File: src/rtl/mult_pkg.sv
// rtl/mult_pkg.sv - shared widths and accumulator FSM state for the multiplier datapath
package mult_pkg;

  localparam int DEF_PROD_W = 32;
  localparam int DEF_ACC_W  = 40;
  localparam int DEF_CNT_W  = 8;

  typedef enum logic {
    IDLE  = 1'b0,
    ACCUM = 1'b1
  } acc_state_t;

endpackage

File: src/rtl/sat_add.sv
// rtl/sat_add.sv - unsigned adder that clamps to all-ones and reports the carry-out
module sat_add #(
  parameter int W = 40
) (
  input  logic [W-1:0] a,
  input  logic [W-1:0] b,
  output logic [W-1:0] sum,
  output logic         carry
);

  logic [W:0] full;

  assign full  = {1'b0, a} + {1'b0, b};
  assign carry = full[W];
  assign sum   = carry ? {W{1'b1}} : full[W-1:0];

endmodule

File: src/rtl/mult_prod_accum.sv
// rtl/mult_prod_accum.sv - sums a frame of multiplier products into a saturating accumulator
module mult_prod_accum
  import mult_pkg::*;
#(
  parameter int PROD_W = DEF_PROD_W,
  parameter int ACC_W  = DEF_ACC_W,
  parameter int CNT_W  = DEF_CNT_W
) (
  input  logic              clk,
  input  logic              rst,
  input  logic              clr,
  input  logic              in_valid,
  output logic              in_ready,
  input  logic [PROD_W-1:0] in_product,
  input  logic              in_last,
  output logic              out_valid,
  input  logic              out_ready,
  output logic [ACC_W-1:0]  out_sum,
  output logic [CNT_W-1:0]  out_count,
  output logic              out_overflow
);

  acc_state_t       state;
  logic [ACC_W-1:0] acc;
  logic [ACC_W-1:0] acc_base;
  logic [ACC_W-1:0] prod_ext;
  logic [ACC_W-1:0] sum_next;
  logic             carry;
  logic [CNT_W-1:0] cnt;
  logic [CNT_W-1:0] cnt_base;
  logic [CNT_W-1:0] cnt_next;
  logic             ovf;
  logic             ovf_next;
  logic             accept;

  assign in_ready = !clr && (!out_valid || out_ready);
  assign accept   = in_valid && in_ready;

  always_comb begin
    prod_ext = '0;
    prod_ext[PROD_W-1:0] = in_product;
  end

  // In IDLE the first beat of a frame always starts from zero.
  assign acc_base = (state == ACCUM) ? acc : '0;
  assign cnt_base = (state == ACCUM) ? cnt : '0;
  assign cnt_next = (cnt_base == {CNT_W{1'b1}}) ? cnt_base : cnt_base + 1'b1;
  assign ovf_next = ((state == ACCUM) && ovf) || carry;

  sat_add #(.W(ACC_W)) u_sat_add (
    .a     (acc_base),
    .b     (prod_ext),
    .sum   (sum_next),
    .carry (carry)
  );

  always_ff @(posedge clk) begin
    if (rst) begin
      state        <= IDLE;
      acc          <= '0;
      cnt          <= '0;
      ovf          <= 1'b0;
      out_valid    <= 1'b0;
      out_sum      <= '0;
      out_count    <= '0;
      out_overflow <= 1'b0;
    end else begin
      if (clr) begin
        state <= IDLE;
        acc   <= '0;
        cnt   <= '0;
        ovf   <= 1'b0;
      end else if (accept) begin
        if (in_last) begin
          state        <= IDLE;
          acc          <= '0;
          cnt          <= '0;
          ovf          <= 1'b0;
          out_sum      <= sum_next;
          out_count    <= cnt_next;
          out_overflow <= ovf_next;
        end else begin
          state <= ACCUM;
          acc   <= sum_next;
          cnt   <= cnt_next;
          ovf   <= ovf_next;
        end
      end

      // A last beat landing in the drain cycle keeps the register full.
      if (accept && in_last) begin
        out_valid <= 1'b1;
      end else if (out_valid && out_ready) begin
        out_valid <= 1'b0;
      end
    end
  end

endmodule

File: config.mk
export PLATFORM = sky130hd
export DESIGN_NAME = mult_prod_accum
export DESIGN_NICKNAME = d
export VERILOG_FILES = /design/src/rtl/mult_pkg.sv /design/src/rtl/sat_add.sv /design/src/rtl/mult_prod_accum.sv
export SDC_FILE = /design/constraint.sdc
export NUM_CORES = 1
export LEC_CHECK = 0
export BUFFER_PORTS_ARGS = -buffer_cell sky130_fd_sc_hd__buf_2
export CORE_MARGIN = 1.5
export CORE_UTILIZATION = 60
export CTS_CLUSTER_SIZE = 20
export DETAILED_ROUTE_END_ITERATION = 10
export PLACE_DENSITY = 0.85
export SYNTH_ARGS = -nofsm -noshare
export SYNTH_HDL_FRONTEND = slang
export SYNTH_SLANG_ARGS = --single-unit
File: constraint.sdc
create_clock -name clk -period 10.3 [get_ports clk]
set_input_delay 0.515 -clock clk [delete_from_list [all_inputs] [get_ports clk]]
set_output_delay 0.515 -clock clk [all_outputs]
set_load 0.02 [all_outputs]
==> flow_metrics.py <==
metrics = {
    "status": {
        "status": "complete, no violations",
    },
    "clock_tree": {
        "postCtsSetupBuffers": 0,
        "cts_buffers": 9,
        "cts_tree": "done",
        "cts_sinks": 100,
        "cts-resized-gates": 0,
        "h-tree-depth": 3,
        "cts_buffer_depth": 2,
        "clk_latency_ns": 0.38,
        "cts_root_buf": "clkbuf_8",
        "cts_hold_buf": 0,
        "path_clk_slew_ns": 0.11,
    },
    "route": {
        "drc": 0,
        "vias": 5866,
        "first_iter_violations": 331,
        "avgViaCountPerCell": 6.20,
        "drt-total-wl_mm": 15.7,
        "post_drt_wl_per_cell_um": 16.6,
        "drt_pre_antenna_iters": 5,
        "antenna_left": 0,
    },
    "synth": {
        "syn_area_um2": 6000,
        "synth_flop_cell": "dfxtp_1",
        "ys_seq_area_share_pct": 33.4,
        "synth_top_family_by_area": "compound AO/OA/AOI/OAI gates",
        "synth_compound_gate_area_share_pct": 28.3,
        "synth_cell_types": 60,
        "syn_area_per_cell_um2": 7.97,
        "synth_xor_area_share_pct": 4.96,
        "synthSimpleGateAreaFrac_pct": 21.4,
        "synthArstFlopShare_pct": 0,
        "synth_edf_count": 0,
        "syn_nets": 825,
        "syn_inst": 753,
        "ys_seq_elements": 100,
        "synthAdderAreaFrac_pct": 7.21,
        "yosys_warnings": 0,
        "synth_mux_area_share_pct": 0.709,
    },
    "floorplanning": {
        "start_util_pct": 61.7,
        "die_h_um": 103,
        "die_area_um2": 10600,
        "io_pins": 89,
        "die_x_um": 103,
        "fp-row-count": 36,
        "core_um2": 9730,
    },
    "timing": {
        "setup_viol": 0,
        "slew_headroom_pct": 12.8,
        "hold_viol": 0,
        "finalCriticalPeriod_ns": 4.87,
        "period_share_pct": 47.3,
        "setup_tns_ns": 0,
        "max_freq_mhz": 205,
        "finClkSkew_ns": 0.0116,
        "max_slew.worst_pin.slew_ns": 1.31,
        "rsz0062_at_grt": "no",
        "slew_violations": 0,
    },
    "global_routing": {
        "grt_pass1_vias": 5317,
        "grt_usage_pct": 30.5,
        "grt_overflow": 0,
        "grt_pass1_wl_mm": 25.4,
        "grt_antenna_before_repair": 0,
        "grt_max_degree": 53,
    },
    "run": {
        "drv_cap": 0,
    },
    "power_and_ir_drop": {
        "p_leak_nw": 2.84,
        "power.density_nw_per_um2": 116,
        "peakVddDrop_uv": 70.4,
    },
    "final_layout": {
        "area_delta_synth_final_pct": 10.6,
        "final_util_pct": 68.2,
        "nNetsFinal": 880,
        "drive_above_1_share_pct": 17.0,
        "num_antenna_cells": 0,
    },
    "worst_setup_path": {
        "crit_path_max_fanout": 41,
        "cp_data_required_time_ns": 10.58,
        "end_kind": "flip-flop",
        "crit_arrival_ns": 5.16,
        "startpoint_type": "flip-flop",
        "critPathKind": "flip-flop to flip-flop",
    },
    "placed_design": {
        "dpl.hpwl_mm": 11.3,
        "place.gp.congestion": 0.923,
        "port_buffers": 88,
    },
    "hold_path": {
        "hold_path_class": "input pin to flip-flop",
    },
}
## through the flow
step	hold WS [ns]	std cells	total power [mW]	worst slack [ns]	cell area [µm²]
finish	0.405	946	0.770	5.43	6640
global route	0.421	946	0.798	5.10	6640
CTS	0.403	946	0.772	5.53	6640
detailed placement	0.434	930	0.512	5.56	6430
global placement	0.426	930	0.508	5.80	6430
floorplan	0.417	753	0.480	6.61	6000
## kinds of logic (layout without fill, tap and decap cells)
group | Yosys count | in the layout
buffers and inverters | 58 | 118
AOI/OAI and AO/OA | 244 | 244
muxes | 4 | 4
xor gates and xnor gates | 34 | 34
and+or+nand+nor | 279 | 279
adders and majority gates | 34 | 34
DFF | 100 | 100
## critical path, stage by stage, from the launching register on
cell,delay [ns]
dfxtp_1,0.63
buf_4,0.45
and2_1,0.21
ha_1,0.21
nand2_1,0.12
or3_1,0.39
or3b_1,0.42
a211oi_2,0.22
or3_1,0.35
and2_1,1.06
nor2_1,0.36
a211oi_1,0.34
## synth_stat cells, types with 9 or more instances
library cell | instances | share of area [%]
a21o_1 | 22 | 2.8
nor2_1 | 98 | 6.1
dfxtp_1 | 100 | 33
clkbuf_1 | 39 | 2.4
inv_1 | 11 | 0.69
o21ai_0 | 44 | 3.7
a211oi_2 | 18 | 3.8
nand4_1 | 11 | 1.1
ha_1 | 33 | 6.9
nand3_1 | 9 | 0.75
o211ai_1 | 9 | 1.1
nand2_1 | 80 | 5.0
and2_1 | 38 | 4.0
nor3_1 | 14 | 1.2
xor2_1 | 9 | 1.3
a21oi_1 | 63 | 5.3
xnor2_1 | 25 | 3.6
a211oi_1 | 24 | 3.0
## state kept, by name (all words and copies together) (netlist names)
signal / cells
out_overflow: 1
out_valid: 1
cnt: 8
acc: 40
out_count: 8
ovf: 1
out_sum: 40
state: 1
## where the power goes
group	internal [mW]	switching [mW]
Combinational	0.0342	0.0665
Clock	0.116	0.150
Sequential	0.397	0.00598
## layout by cell type (no fill, tap or decap), types with 3 or more instances in the layout
master and instances:
o211ai_1 9, and2_1 38, o21ai_1 5, nand3_1 9, o21a_1 3, a311oi_1 8
o31ai_1 6, a211oi_1 24, nor2b_1 5, o21ai_0 44, or2_2 4, a31oi_1 7
nand4_1 11, a211oi_2 18, a21o_1 22, or3_1 4, nand2_1 80, a21oi_1 63
buf_2 88, xnor2_1 25, buf_4 3, inv_1 11, nor3_1 14, dfxtp_1 100
clkbuf_8 9, a211o_1 3, o21bai_1 4, nand2b_1 3, and3_1 5, ha_1 33
xor2_1 9, a22oi_1 8, nor2_1 97
## path summary, 6_finish.rpt
path                            cells after the start      start  slack, ns           to
worst max register to register                     11      state       5.43  out_sum[37]
worst max-delay path                               11      state       5.43  out_sum[37]
worst min register to register                      2     acc[4]       0.45       acc[4]
worst min-delay path                                3  out_ready       0.41    out_valid
## layer usage
layer | track usage, % | wire [µm] | share of wire [%] | vias to the layer above
li1 | - | - | - | 2823
met1 | 39.6 | 7010 | 45 | 2777
met2 | 49.5 | 7280 | 46 | 224
met3 | 4.95 | 1020 | 6.5 | 42
met4 | 14.6 | 429 | 2.7 | 0
met5 | 0 | 0 | 0 | -
## area by class of cell
| type | count | area (µm²) |
|---|---|---|
| multi-input combinational | 595 | 3760 |
| clock inverter | 7 | 81.3 |
| clock buffer | 9 | 124 |
| sequential | 100 | 2000 |
| inverter | 11 | 41.3 |
| fill | 834 | 3090 |
| tap | 133 | 166 |
| timing repair buffer | 91 | 463 |
Power figures use the tool's default switching activity.
